<file path="config.mk">
export PLATFORM = sky130hd
export DESIGN_NAME = sync_fifo_prog_flat
export DESIGN_NICKNAME = d
export VERILOG_FILES = /design/src/rtl/fifo_pkg.sv /design/src/rtl/sync_fifo_prog_if.sv /design/src/rtl/fifo_mem.sv /design/src/rtl/sync_fifo_prog.sv /design/src/flat_wrapper.sv
export SDC_FILE = /design/constraint.sdc
export NUM_CORES = 1
export LEC_CHECK = 0
export ABC_AREA = 0
export BUFFER_PORTS_ARGS = -buffer_cell sky130_fd_sc_hd__buf_2
export CAP_MARGIN = 20
export CORE_UTILIZATION = 40
export CTS_CLUSTER_SIZE = 25
export DETAILED_ROUTE_END_ITERATION = 8
export GPL_TIMING_DRIVEN = 1
export PLACE_DENSITY_LB_ADDON = 0.05
export SETUP_SLACK_MARGIN = 0.4
export SKIP_LAST_GASP = 1
export SYNTH_ARGS = -nofsm -noshare
export SYNTH_HDL_FRONTEND = slang
export SYNTH_SLANG_ARGS = --single-unit
</file>
<file path="constraint.sdc">
create_clock -name clk -period 4.2 [get_ports clk]
set_input_delay 0.21 -clock clk [delete_from_list [all_inputs] [get_ports clk]]
set_output_delay 0.21 -clock clk [all_outputs]
set_load 0.01 [all_outputs]
</file>
<file path="src/rtl/fifo_pkg.sv">
// Shared helpers and defaults for the programmable synchronous FIFO.
package fifo_pkg;

    localparam int FIFO_WIDTH_DEF = 16;
    localparam int FIFO_DEPTH_DEF = 8;

    // Bits needed to hold an occupancy count of 0..depth inclusive.
    function automatic int cnt_w(input int depth);
        return $clog2(depth + 1);
    endfunction

    // Advance a pointer, wrapping by comparison so any depth works.
    function automatic int ptr_inc(input int ptr, input int depth);
        return (ptr == depth - 1) ? 0 : ptr + 1;
    endfunction

endpackage

</file>
<file path="src/rtl/sync_fifo_prog_if.sv">
// Producer/consumer bundle for sync_fifo_prog.
// Handshake: a write is taken on any clock edge where wr_en is high and the
// FIFO has room (or a read frees a slot in the same cycle); wr_ack reports it
// one cycle later, overflow reports a refused write. A read is taken when
// rd_en is high and the FIFO is not empty; underflow reports a refused read.
interface sync_fifo_prog_if
    import fifo_pkg::*;
#(
    parameter int FIFO_WIDTH = FIFO_WIDTH_DEF,
    parameter int FIFO_DEPTH = FIFO_DEPTH_DEF
);
    localparam int CW = cnt_w(FIFO_DEPTH);

    logic [FIFO_WIDTH-1:0] data_in;
    logic                  wr_en;
    logic                  rd_en;
    logic [CW-1:0]         af_level;
    logic [CW-1:0]         ae_level;
    logic [FIFO_WIDTH-1:0] data_out;
    logic                  wr_ack;
    logic                  overflow;
    logic                  underflow;
    logic                  full;
    logic                  empty;
    logic                  almostfull;
    logic                  almostempty;
    logic [CW-1:0]         count;

    modport master (
        output data_in, wr_en, rd_en, af_level, ae_level,
        input  data_out, wr_ack, overflow, underflow, full, empty,
               almostfull, almostempty, count
    );

    modport slave (
        input  data_in, wr_en, rd_en, af_level, ae_level,
        output data_out, wr_ack, overflow, underflow, full, empty,
               almostfull, almostempty, count
    );
endinterface

</file>
<file path="src/rtl/fifo_mem.sv">
// Register-array storage: one synchronous write port, one asynchronous read.
module fifo_mem #(
    parameter int FIFO_WIDTH = 16,
    parameter int FIFO_DEPTH = 8
) (
    input  logic                          clk,
    input  logic                          we,
    input  logic [$clog2(FIFO_DEPTH)-1:0] waddr,
    input  logic [FIFO_WIDTH-1:0]         wdata,
    input  logic [$clog2(FIFO_DEPTH)-1:0] raddr,
    output logic [FIFO_WIDTH-1:0]         rdata
);
    logic [FIFO_WIDTH-1:0] mem [FIFO_DEPTH];

    // Contents are deliberately not reset; pointers guard against stale reads.
    always_ff @(posedge clk) begin
        if (we) begin
            mem[waddr] <= wdata;
        end
    end

    assign rdata = mem[raddr];
endmodule

</file>
<file path="src/rtl/sync_fifo_prog.sv">
// Parametrised synchronous FIFO with programmable almost-full/almost-empty
// thresholds, occupancy count and optional first-word-fall-through output.
module sync_fifo_prog
    import fifo_pkg::*;
#(
    parameter int FIFO_WIDTH = FIFO_WIDTH_DEF,
    parameter int FIFO_DEPTH = FIFO_DEPTH_DEF,
    parameter int FWFT       = 0
) (
    input  logic           clk,
    input  logic           rst_n,
    sync_fifo_prog_if.slave bus
);
    localparam int            CW      = cnt_w(FIFO_DEPTH);
    localparam int            AW      = $clog2(FIFO_DEPTH);
    localparam logic [CW-1:0] DEPTH_C = CW'(FIFO_DEPTH);

    logic [AW-1:0]         wr_ptr;
    logic [AW-1:0]         rd_ptr;
    logic [CW-1:0]         count;
    logic [FIFO_WIDTH-1:0] mem_rdata;
    logic                  wr_ack_q;
    logic                  overflow_q;
    logic                  underflow_q;
    logic                  full;
    logic                  empty;
    logic                  rd_accept;
    logic                  wr_accept;

    assign full  = (count == DEPTH_C);
    assign empty = (count == '0);

    // A read that frees a slot lets a write into a full FIFO in the same cycle.
    assign rd_accept = bus.rd_en && !empty;
    assign wr_accept = bus.wr_en && (!full || rd_accept);

    // Writes are suppressed while reset is held so the reset cycle is inert.
    fifo_mem #(
        .FIFO_WIDTH(FIFO_WIDTH),
        .FIFO_DEPTH(FIFO_DEPTH)
    ) u_mem (
        .clk  (clk),
        .we   (wr_accept && rst_n),
        .waddr(wr_ptr),
        .wdata(bus.data_in),
        .raddr(rd_ptr),
        .rdata(mem_rdata)
    );

    // Pointer and occupancy bookkeeping.
    always_ff @(posedge clk) begin
        if (!rst_n) begin
            wr_ptr <= '0;
            rd_ptr <= '0;
            count  <= '0;
        end else begin
            if (wr_accept) begin
                wr_ptr <= AW'(ptr_inc(int'(wr_ptr), FIFO_DEPTH));
            end
            if (rd_accept) begin
                rd_ptr <= AW'(ptr_inc(int'(rd_ptr), FIFO_DEPTH));
            end
            case ({wr_accept, rd_accept})
                2'b10:   count <= count + CW'(1);
                2'b01:   count <= count - CW'(1);
                default: count <= count;
            endcase
        end
    end

    // One-cycle status pulses describing what happened to this cycle's requests.
    always_ff @(posedge clk) begin
        if (!rst_n) begin
            wr_ack_q    <= 1'b0;
            overflow_q  <= 1'b0;
            underflow_q <= 1'b0;
        end else begin
            wr_ack_q    <= wr_accept;
            overflow_q  <= bus.wr_en && !wr_accept;
            underflow_q <= bus.rd_en && !rd_accept;
        end
    end

    generate
        if (FWFT == 0) begin : g_std
            logic [FIFO_WIDTH-1:0] dout_q;

            // Registered read data; holds its last value when no read is taken.
            always_ff @(posedge clk) begin
                if (!rst_n) begin
                    dout_q <= '0;
                end else if (rd_accept) begin
                    dout_q <= mem_rdata;
                end
            end

            assign bus.data_out = dout_q;
        end else begin : g_fwft
            // Head of queue falls through; zero when nothing valid is stored.
            assign bus.data_out = empty ? '0 : mem_rdata;
        end
    endgenerate

    assign bus.wr_ack      = wr_ack_q;
    assign bus.overflow    = overflow_q;
    assign bus.underflow   = underflow_q;
    assign bus.full        = full;
    assign bus.empty       = empty;
    assign bus.count       = count;
    // Thresholds beyond the depth (or zero for almost-empty) disable the flags naturally.
    assign bus.almostfull  = (count >= bus.af_level);
    assign bus.almostempty = (count <= bus.ae_level) && !empty;
endmodule

</file>
<file path="src/flat_wrapper.sv">
// flat-port wrapper written by rule: the top's interface ports become plain ports
module sync_fifo_prog_flat import fifo_pkg::*;
#(
    parameter int FIFO_WIDTH = FIFO_WIDTH_DEF,
    parameter int FIFO_DEPTH = FIFO_DEPTH_DEF,
    parameter int FWFT       = 0
)
  (clk, rst_n, bus_data_in, bus_wr_en, bus_rd_en, bus_af_level, bus_ae_level, bus_data_out, bus_wr_ack, bus_overflow, bus_underflow, bus_full, bus_empty, bus_almostfull, bus_almostempty, bus_count);
  sync_fifo_prog_if #(.FIFO_WIDTH(FIFO_WIDTH), .FIFO_DEPTH(FIFO_DEPTH)) bus_i ();
  input  logic clk;
  input  logic rst_n;
  input wire logic [$bits(bus_i.data_in)-1:0] bus_data_in;
  input wire logic [$bits(bus_i.wr_en)-1:0] bus_wr_en;
  input wire logic [$bits(bus_i.rd_en)-1:0] bus_rd_en;
  input wire logic [$bits(bus_i.af_level)-1:0] bus_af_level;
  input wire logic [$bits(bus_i.ae_level)-1:0] bus_ae_level;
  output wire logic [$bits(bus_i.data_out)-1:0] bus_data_out;
  output wire logic [$bits(bus_i.wr_ack)-1:0] bus_wr_ack;
  output wire logic [$bits(bus_i.overflow)-1:0] bus_overflow;
  output wire logic [$bits(bus_i.underflow)-1:0] bus_underflow;
  output wire logic [$bits(bus_i.full)-1:0] bus_full;
  output wire logic [$bits(bus_i.empty)-1:0] bus_empty;
  output wire logic [$bits(bus_i.almostfull)-1:0] bus_almostfull;
  output wire logic [$bits(bus_i.almostempty)-1:0] bus_almostempty;
  output wire logic [$bits(bus_i.count)-1:0] bus_count;
  assign bus_i.data_in = bus_data_in;
  assign bus_i.wr_en = bus_wr_en;
  assign bus_i.rd_en = bus_rd_en;
  assign bus_i.af_level = bus_af_level;
  assign bus_i.ae_level = bus_ae_level;
  assign bus_data_out = bus_i.data_out;
  assign bus_wr_ack = bus_i.wr_ack;
  assign bus_overflow = bus_i.overflow;
  assign bus_underflow = bus_i.underflow;
  assign bus_full = bus_i.full;
  assign bus_empty = bus_i.empty;
  assign bus_almostfull = bus_i.almostfull;
  assign bus_almostempty = bus_i.almostempty;
  assign bus_count = bus_i.count;
  sync_fifo_prog #(.FIFO_WIDTH(FIFO_WIDTH), .FIFO_DEPTH(FIFO_DEPTH), .FWFT(FWFT)) u_core (.clk(clk), .rst_n(rst_n), .bus(bus_i));
endmodule
</file>
==> summary.md, run 1 <==
| Metric | Value |
|---|---|
| Ys Warns | `0` |
| Hold-fix buffers at CTS | `0` |
| WP data required | `4490 ps` |
| Clk_skew | `between 5 and 6 ps` |
| Ranking of synthesized cells by area | `edfxtp_1 62%, mux4_2 12%, dfxtp_1 9.4%` |
| Cts bufs inserted | `17` |
| EDFF count, synth | `128` |
| RePlAce Congestion | `between 0.6 and 0.7` |
| PortBufs | `54` |
| Crit Path Category | `register to register` |
| Final Max Slew Viols | `0` |
| Post-Syn Instances | `about 350` |
| VDD IR max | `between 0.0002 and 0.0003 V` |
| Post-synth ARST share | `0%` |
| Share of layout cells above drive strength 1 | `between 30% and 40%` |
| Fill count | `1306` |
| Seq/Total Area, Yosys | `71.3%` |
| Drt drc | `0` |
| Antenna-violating nets left | `0` |
| Row count | `45` |
| Fin util | `48.4%` |
| Fin crit share | `between 50 and 60%` |
| Nets | `between 400 and 500` |
| Yosys top cell area share | `62.0%` |
| Vias in the first global route | `3359` |
| DR WL/cell | `about 19 um` |
| Max Fclk | `roughly 400 MHz` |
| First-pass GRT wire length | `19100 um` |
| Status | `finished clean` |
| Critical path peak fanout | `9` |
| # Post-CTS Setup Buffers | `0` |
| IO Count | `55` |
| GRT overflow | `0` |
| DP Wirelength | `roughly 7000 um` |
| Clock root buffer | `clkbuf_16` |
| CTS H-tree depth | `4` |
| Most frequent cells after synthesis | `128 x edfxtp_1, 32 x mux4_2, 29 x dfxtp_1` |
| Startpoint class of the critical path | `register` |
| Top-count cell post-synth | `edfxtp_1` |
| RSZ-0062 raised after global routing | `no` |
| Worst-Margin Slew | `around 860 ps` |
| Largest area contributor in the netlist | `edfxtp_1` |
| Die height | `~130 um` |
| Crit end category | `register` |
| Fin crit period | `2480 ps` |
| Die width | `about 130 um` |
| Via Count | `between 3000 and 4000` |
| TNS Setup | `0 ps` |
| GRT Overall Usage | `16.7%` |
| Synth cell types | `38` |
| Primary FF master, synth | `edfxtp_1` |
| Relative slew slack | `~43%` |
| Pre-Repair DR Iteration Count | `4` |
| Register-to-register setup slack | `1720 ps` |
| Syn-to-layout area delta | `18.2%` |
| Largest net degree at the start of global routing | `35` |
| Post-synth net total | `391` |
| Vias per inst | `a little over 5` |
| Netlist Area Pre-Place | `about 6200 um^2` |
| Avg Cell Area, Syn | `about 18 um^2` |
| Worst path arrival time | `between 2000 and 3000 ps` |
| Max Cap Viol | `0` |
| Clk pin slew, worst setup/hold paths | `60 ps` |
| Clock Path Buffers | `2` |
| Area of all sequential standard cells | `around 4400 um^2` |
| DR iter-0 viols | `between 200 and 250` |
| Area occupied by multi-input gates | `1690 um^2` |
| Type of the worst min-delay path | `input port to register` |
| Final Hold Fails | `0` |
| Setup violators final | `0` |
| Clock Latency Late Sink | `~400 ps` |
| Power per cell area | `between 500 and 600 nW/um^2` |
| Overall power | `0.00424 W` |
| CTS tree | `yes` |
| Core ar. | `approximately 15000 um^2` |
| CTS resizes | `0` |
| Initial antenna violation count | `1` |
| Die area | `16000 um^2` |
| Routed wire length | `about 12000 um` |
| Initial Util | `41.0%` |
| #FFs+latches synth | `157` |
| Leak pwr | `2.59 nW` |
| Clock sink total | `157` |
layout make-up:
| type | count | share of cell area, % |
|---|---|---|
| sequential | 157 | 60.3 |
| multi-input combinational | 163 | 23.1 |
| clock buffer | 26 | 6.94 |
| timing repair buffer | 67 | 5.02 |
| tap | 188 | 3.21 |
| clock inverter | 6 | 0.802 |
| inverter | 11 | 0.563 |
| antenna | 1 | 0.0341 |
state kept, by name (all words and copies together), names as in the netlist:
register              cells
u_core.u_mem.mem        128
u_core.bus.data_out      16
u_core.bus.count          4
u_core.rd_ptr             3
u_core.wr_ptr             3
u_core.bus.overflow       1
u_core.bus.underflow      1
u_core.bus.wr_ack         1
cells in the final DEF (no fill, tap or decap), types with 2 or more instances in the layout:
master	n
clkinv_2	4
a21oi_1	6
nor4_2	2
ha_1	14
clkbuf_8	5
inv_1	11
o211ai_1	3
nor3_2	4
dfxtp_1	28
o21ai_0	15
mux4_2	32
buf_4	13
o21ai_1	3
buf_2	54
nor2_1	16
clkbuf_16	17
clkbuf_1	4
nand2_1	19
nand2b_1	3
nor3_1	3
xnor2_1	3
edfxtp_1	128
mux2i_1	21
nor2b_1	2
report_power, final:
part | leakage, nW | internal [W] | switching (W) | total [W]
logic | 0.915 | 0.000440 | 0.000448 | 0.000888
clock network | 0.284 | 0.000892 | 0.000561 | 0.00145
registers | 1.39 | 0.00179 | 0.000116 | 0.00190
worst max-delay path: stages, from the launching register on:
cell and delay, ps:
dfxtp_1 440, o41ai_4 590, or2_2 230, inv_1 60, ha_1 280, a21o_1 180
a21oi_1 170, mux2i_1 230, xnor2_1 140, nor2_1 50
through the flow:
| step | area [um^2] | std cells | setup WS [ps] | hold WS (ps) |
|---|---|---|---|---|
| after floorplan | 6200 | 348 | 1190 | 309 |
| final | 7330 | 619 | 1720 | 63.0 |
| after global routing | 7330 | 618 | 1550 | 50.6 |
| after CTS | 7330 | 618 | 1680 | 45.8 |
| after detailed placement | 6760 | 586 | 1680 | 439 |
| after global placement | 6760 | 586 | 1750 | 431 |
per-layer routing:
layer,share of wire (%),global-route usage (%),vias to the layer above
met5,0,0,-
met4,1.1,7.02,0
met3,4.3,4.77,13
met2,50,27.7,62
met1,45,20.7,1613
li1,-,-,1500
worst paths after layout:
kind | start | to | depth (start not counted)
max reg2reg | u_core.bus.count[3]$_SDFFE_PN0P_ | u_core.bus.count[3]$_SDFFE_PN0P_ | 9
max | u_core.bus.count[3]$_SDFFE_PN0P_ | u_core.bus.count[3]$_SDFFE_PN0P_ | 9
min | bus_data_in[4] | u_core.u_mem.mem[2][4]$_DFFE_PP_ | 1
min reg2reg | u_core.bus.data_out[6]$_SDFFE_PN0P_ | u_core.bus.data_out[6]$_SDFFE_PN0P_ | 2
logic make-up (layout without fill, tap and decap cells):
family	after synthesis	count (layout)	share of synthesized area, %
AO/OA/AOI/OAI	33	33	3.61
XOR/XNOR	4	4	0.565
adder cells (fa/ha/maj)	15	15	3.15
buffers and inverters	28	110	1.90
flip-flops	157	157	71.3
multiplexers	53	53	15.0
other	0	1	0
AND/OR/NAND/NOR	58	58	4.44
(Power assumes the default switching activity.)
==> run 2, diff against run 1 <==
- ABC_AREA: 0 -> 1
- clock period: 4.2 -> 2.4 ns (I/O delays scaled with it)
==> summary.md, run 2 <==
| Metric | Value |
|---|---|
| Status | `complete, but fails checks` |
| Failing checks | `negative hold slack` |
| Antenna Cells | `0 (-1)` |
| CTS H-tree depth | `4 (unchanged)` |
| Via Count | `4572 (+43%)` |
| Routed wire length | `16300 um (+36%)` |
| Largest register FFs | `128 (unchanged)` |
| Commonest non-fill, non-tap cells in the layout | `193 x nand2_1, 128 x edfxtp_1, 72 x nand3_1, 54 x inv_1, 54 x buf_2` |
| FF-to-FF path depth | `9 (unchanged)` |
| Final Hold Fails | `5 (+5)` |
| CTS tree | `yes` |
| Switching pwr | `0.00291 W (+160%)` |
| VDD IR max | `0.000618 V (+130%)` |
| GRT overflow | `0 (unchanged)` |
| Ranking of synthesized cells by area | `edfxtp_1 58%, nand2_1 11%, dfxtp_1 8.7%` |
| Max Fclk | `~550 MHz` |
| Cts bufs inserted | `17 (unchanged)` |
| Core ar. | `16100 um^2 (+6.0%)` |
| Clock power share | `31.4% (-2.8 points)` |
| Post-Layout Inst Area | `7740 um^2 (+5.6%)` |
| Die width | `131 um (+3.5%)` |
| Primary FF master, synth | `edfxtp_1` |
| Critical path peak fanout | `5 (-4)` |
| Internal | `0.00541 W (+73%)` |
| Post-Synth Simple-Gate Area | `20.1% (+16 points)` |
| CP endpoint | `bus_almostempty` |
| Area occupied by multi-input gates | `1820 um^2 (+7.2%)` |
| DP Wirelength | `10300 um (+46%)` |
| Startpoint class of the critical path | `register` |
| Post-Synth Adder-Cell Area | `2.93% (-0.21 points)` |
| DR iter-0 viols | `306 (+30%)` |
| Dpl cell area | `7130 um^2 (+5.4%)` |
| RePlAce Congestion | `0.791 (+14%)` |
| IO Count | `55 (unchanged)` |
| Drt drc | `0 (unchanged)` |
| Worst-Margin Slew | `753 ps (-103 ps)` |
| Commonest non-fill, non-tap cell in the layout | `nand2_1` |
| Crit end category | `primary output` |
| Largest area contributor in the netlist | `edfxtp_1` |
| PortBufs | `54 (unchanged)` |
| Top-count cell post-synth | `nand2_1` |
| Post-synthesis compound-gate area fraction | `4.10% (+0.49 points)` |
| Leak pwr | `3.20 nW (+24%)` |
| Critical Path Source | `u_core.bus.count[0]$_SDFFE_PN0P_` |
| Clock root buffer | `clkbuf_16` |
| Vias per inst | `4.93 (-4.3%)` |
| Fin crit period | `roughly 1800 ps` |
| Yosys top cell area share | `57.8% (-4.2 points)` |
| WP data required | `2280 ps (-2210 ps)` |
| Gate power share | `28.9% (+8.0 points)` |
| Nets | `742 (+61%)` |
| EDFF count, synth | `128 (unchanged)` |
| Clock Latency Late Sink | `430 ps (+20 ps)` |
| Slowest cell on the critical path | `dfxtp_1` |
| Row count | `46 (+2.2%)` |
| CP cell instances | `inv_1 > ha_1 > inv_1 > a21oi_1 > o21ai_0 > a21oi_1 > buf_2` |
| Antenna-violating nets left | `0 (unchanged)` |
| Clk pin slew, worst setup/hold paths | `70 ps (about the same)` |
| Vias in the first global route | `4342 (+29%)` |
| Most frequent cells after synthesis | `193 x nand2_1, 128 x edfxtp_1, 73 x nand3_1` |
| Crit path largest cell delay | `440 ps (-150 ps)` |
| RSZ-0062 raised after global routing | `no` |
| Share of layout cells above drive strength 1 | `15.9% (-16 points)` |
| Xor/xnor share of the synthesized area | `0.132% (-0.43 points)` |
| Die area | `17100 um^2 (+7.1%)` |
| Switching Fraction | `35.0% (+8.5 points)` |
| DR WL/cell | `17.6 um (-9.3%)` |
| Avg Cell Area, Syn | `10.5 um^2 (-41%)` |
| First-pass GRT wire length | `24800 um (+30%)` |
| Die height | `131 um (+3.5%)` |
| Syn-to-layout area delta | `16.4%` |
| Area of all sequential standard cells | `4430 um^2 (about the same)` |
| Clock sink total | `157 (unchanged)` |
| Max Cap Viol | `0 (unchanged)` |
| Crit Path Category | `register to primary output` |
| Relative slew slack | `49.8% (+6.9 points)` |
| Post-synth net total | `679 (+74%)` |
| Final Max Slew Viols | `0 (unchanged)` |
| #FFs+latches synth | `157 (unchanged)` |
| RR Endpoint | `u_core.u_mem.mem[2][0]$_DFFE_PP_` |
| Setup violators final | `0 (unchanged)` |
| Fill count | `1503 (+15%)` |
| Clk_skew | `17.3 ps (+11.8 ps)` |
| Post-Syn Instances | `636 (+83%)` |
| GRT Overall Usage | `20.5% (+3.8 points)` |
| Worst path arrival time | `1710 ps (-1060 ps)` |
| Netlist Area Pre-Place | `6650 um^2 (+7.2%)` |
| Initial Util | `41.4% (+0.47 points)` |
| Seq/Total Area, Yosys | `66.5% (-4.8 points)` |
| Post-synth ARST share | `0% (unchanged)` |
| Initial antenna violation count | `0 (-1)` |
| Type of the worst min-delay path | `input port to register` |
| Power per cell area | `1080 nW/um^2 (+86%)` |
| Ys Warns | `0 (unchanged)` |
| Seq pwr share | `39.7% (-5.1 points)` |
| Synth cell types | `27 (-29%)` |
| Register-to-register setup slack | `580 ps (-1140 ps)` |
| Largest net degree at the start of global routing | `67 (+91%)` |
| Fin crit share | `about three quarters` |
| WHS | `-2.96 ps (-65.9 ps)` |
| Pre-Repair DR Iteration Count | `5 (+1)` |
| Hold Crit Depth | `1 (unchanged)` |
| Reg2reg start | `u_core.bus.count[0]$_SDFFE_PN0P_` |
| Post-synthesis mux area share | `0% (-15 points)` |
| Clock Path Buffers | `2 (unchanged)` |
| Largest reg by FF count | `u_core.u_mem.mem` |
| TNS Setup | `0 ps (unchanged)` |
| Largest family of logic cells by synthesized area | `simple AND/OR/NAND/NOR gates` |
[run 2: worst min path at each step]
stage               startpoint  slack [ps]                                 to
2_1_floorplan   bus_data_in[0]         220   u_core.u_mem.mem[0][0]$_DFFE_PP_
3_3_place_gp   bus_data_in[12]         430  u_core.u_mem.mem[4][12]$_DFFE_PP_
3_5_place_dp         bus_rd_en         440    u_core.bus.underflow$_SDFF_PN0_
4_1_cts        bus_data_in[12]           1  u_core.u_mem.mem[4][12]$_DFFE_PP_
5_1_grt        bus_data_in[10]          10  u_core.u_mem.mem[2][10]$_DFFE_PP_
6_report       bus_data_in[12]          -3  u_core.u_mem.mem[3][12]$_DFFE_PP_
[run 2: timing repair]
item | 4_1_cts | 5_1_grt
setup buffers | 0 | 0
endpoints found under the setup margin | 0 | 124
resized for setup | 0 | 5
hold buffers | 3 | 0
endpoints found under the hold margin | 11 | 0
[run 2: layer usage]
metal  part of all wire (%)  global-route usage (%)  vias to the layer above
li1                       -                       -                     2254
met1                     47                    27.9                     2162
met2                     46                    32.0                      133
met3                    5.3                    4.44                       23
met4                    1.6                    7.98                        0
met5                      0                       0                        -
[run 2: worst max-delay path: cells and delay by family (launching register included)]
family	cells	cell delay, ps
adders and majority gates	1	230
AOI/OAI and AO/OA	3	270
buffers and inverters	3	350
DFF	1	440
[run 2: logic make-up after synthesis]
group | Yosys count
XOR/XNOR | 1
adder cells (fa/ha/maj) | 15
AO/OA/AOI/OAI | 54
flip-flops | 157
buffers and inverters | 87
AND/OR/NAND/NOR | 322
[run 2: power groups by stage]
stage / Clock [W] / Sequential, W / Combinational (W)
after floorplan: 0 / 0.00340 / 0.00164
after global placement: 0 / 0.00335 / 0.00240
after detailed placement: 0 / 0.00335 / 0.00243
after CTS: 0.00265 / 0.00330 / 0.00244
after global routing: 0.00278 / 0.00333 / 0.00272
final: 0.00261 / 0.00330 / 0.00241
[run 2: final cells by class]
type	count	share of cell area [%]
clock buffers	18	5.67
well taps	216	3.49
flip-flops and latches	157	57.2
inverters	58	2.81
clock inverters	14	1.71
repair buffers	73	5.64
multi-input cells	392	23.5
[run 2: per-stage QoR]
stage	instances	hold WS [ps]	setup slack, ps	total power, W	util, %
after floorplan	636	219	286	0.00504	-
after global placement	893	426	523	0.00575	44.4
after detailed placement	893	436	454	0.00578	44.4
after CTS	928	1.21	445	0.00839	48.1
after global routing	928	12.3	402	0.00883	48.2
final	928	-2.96	565	0.00832	48.2
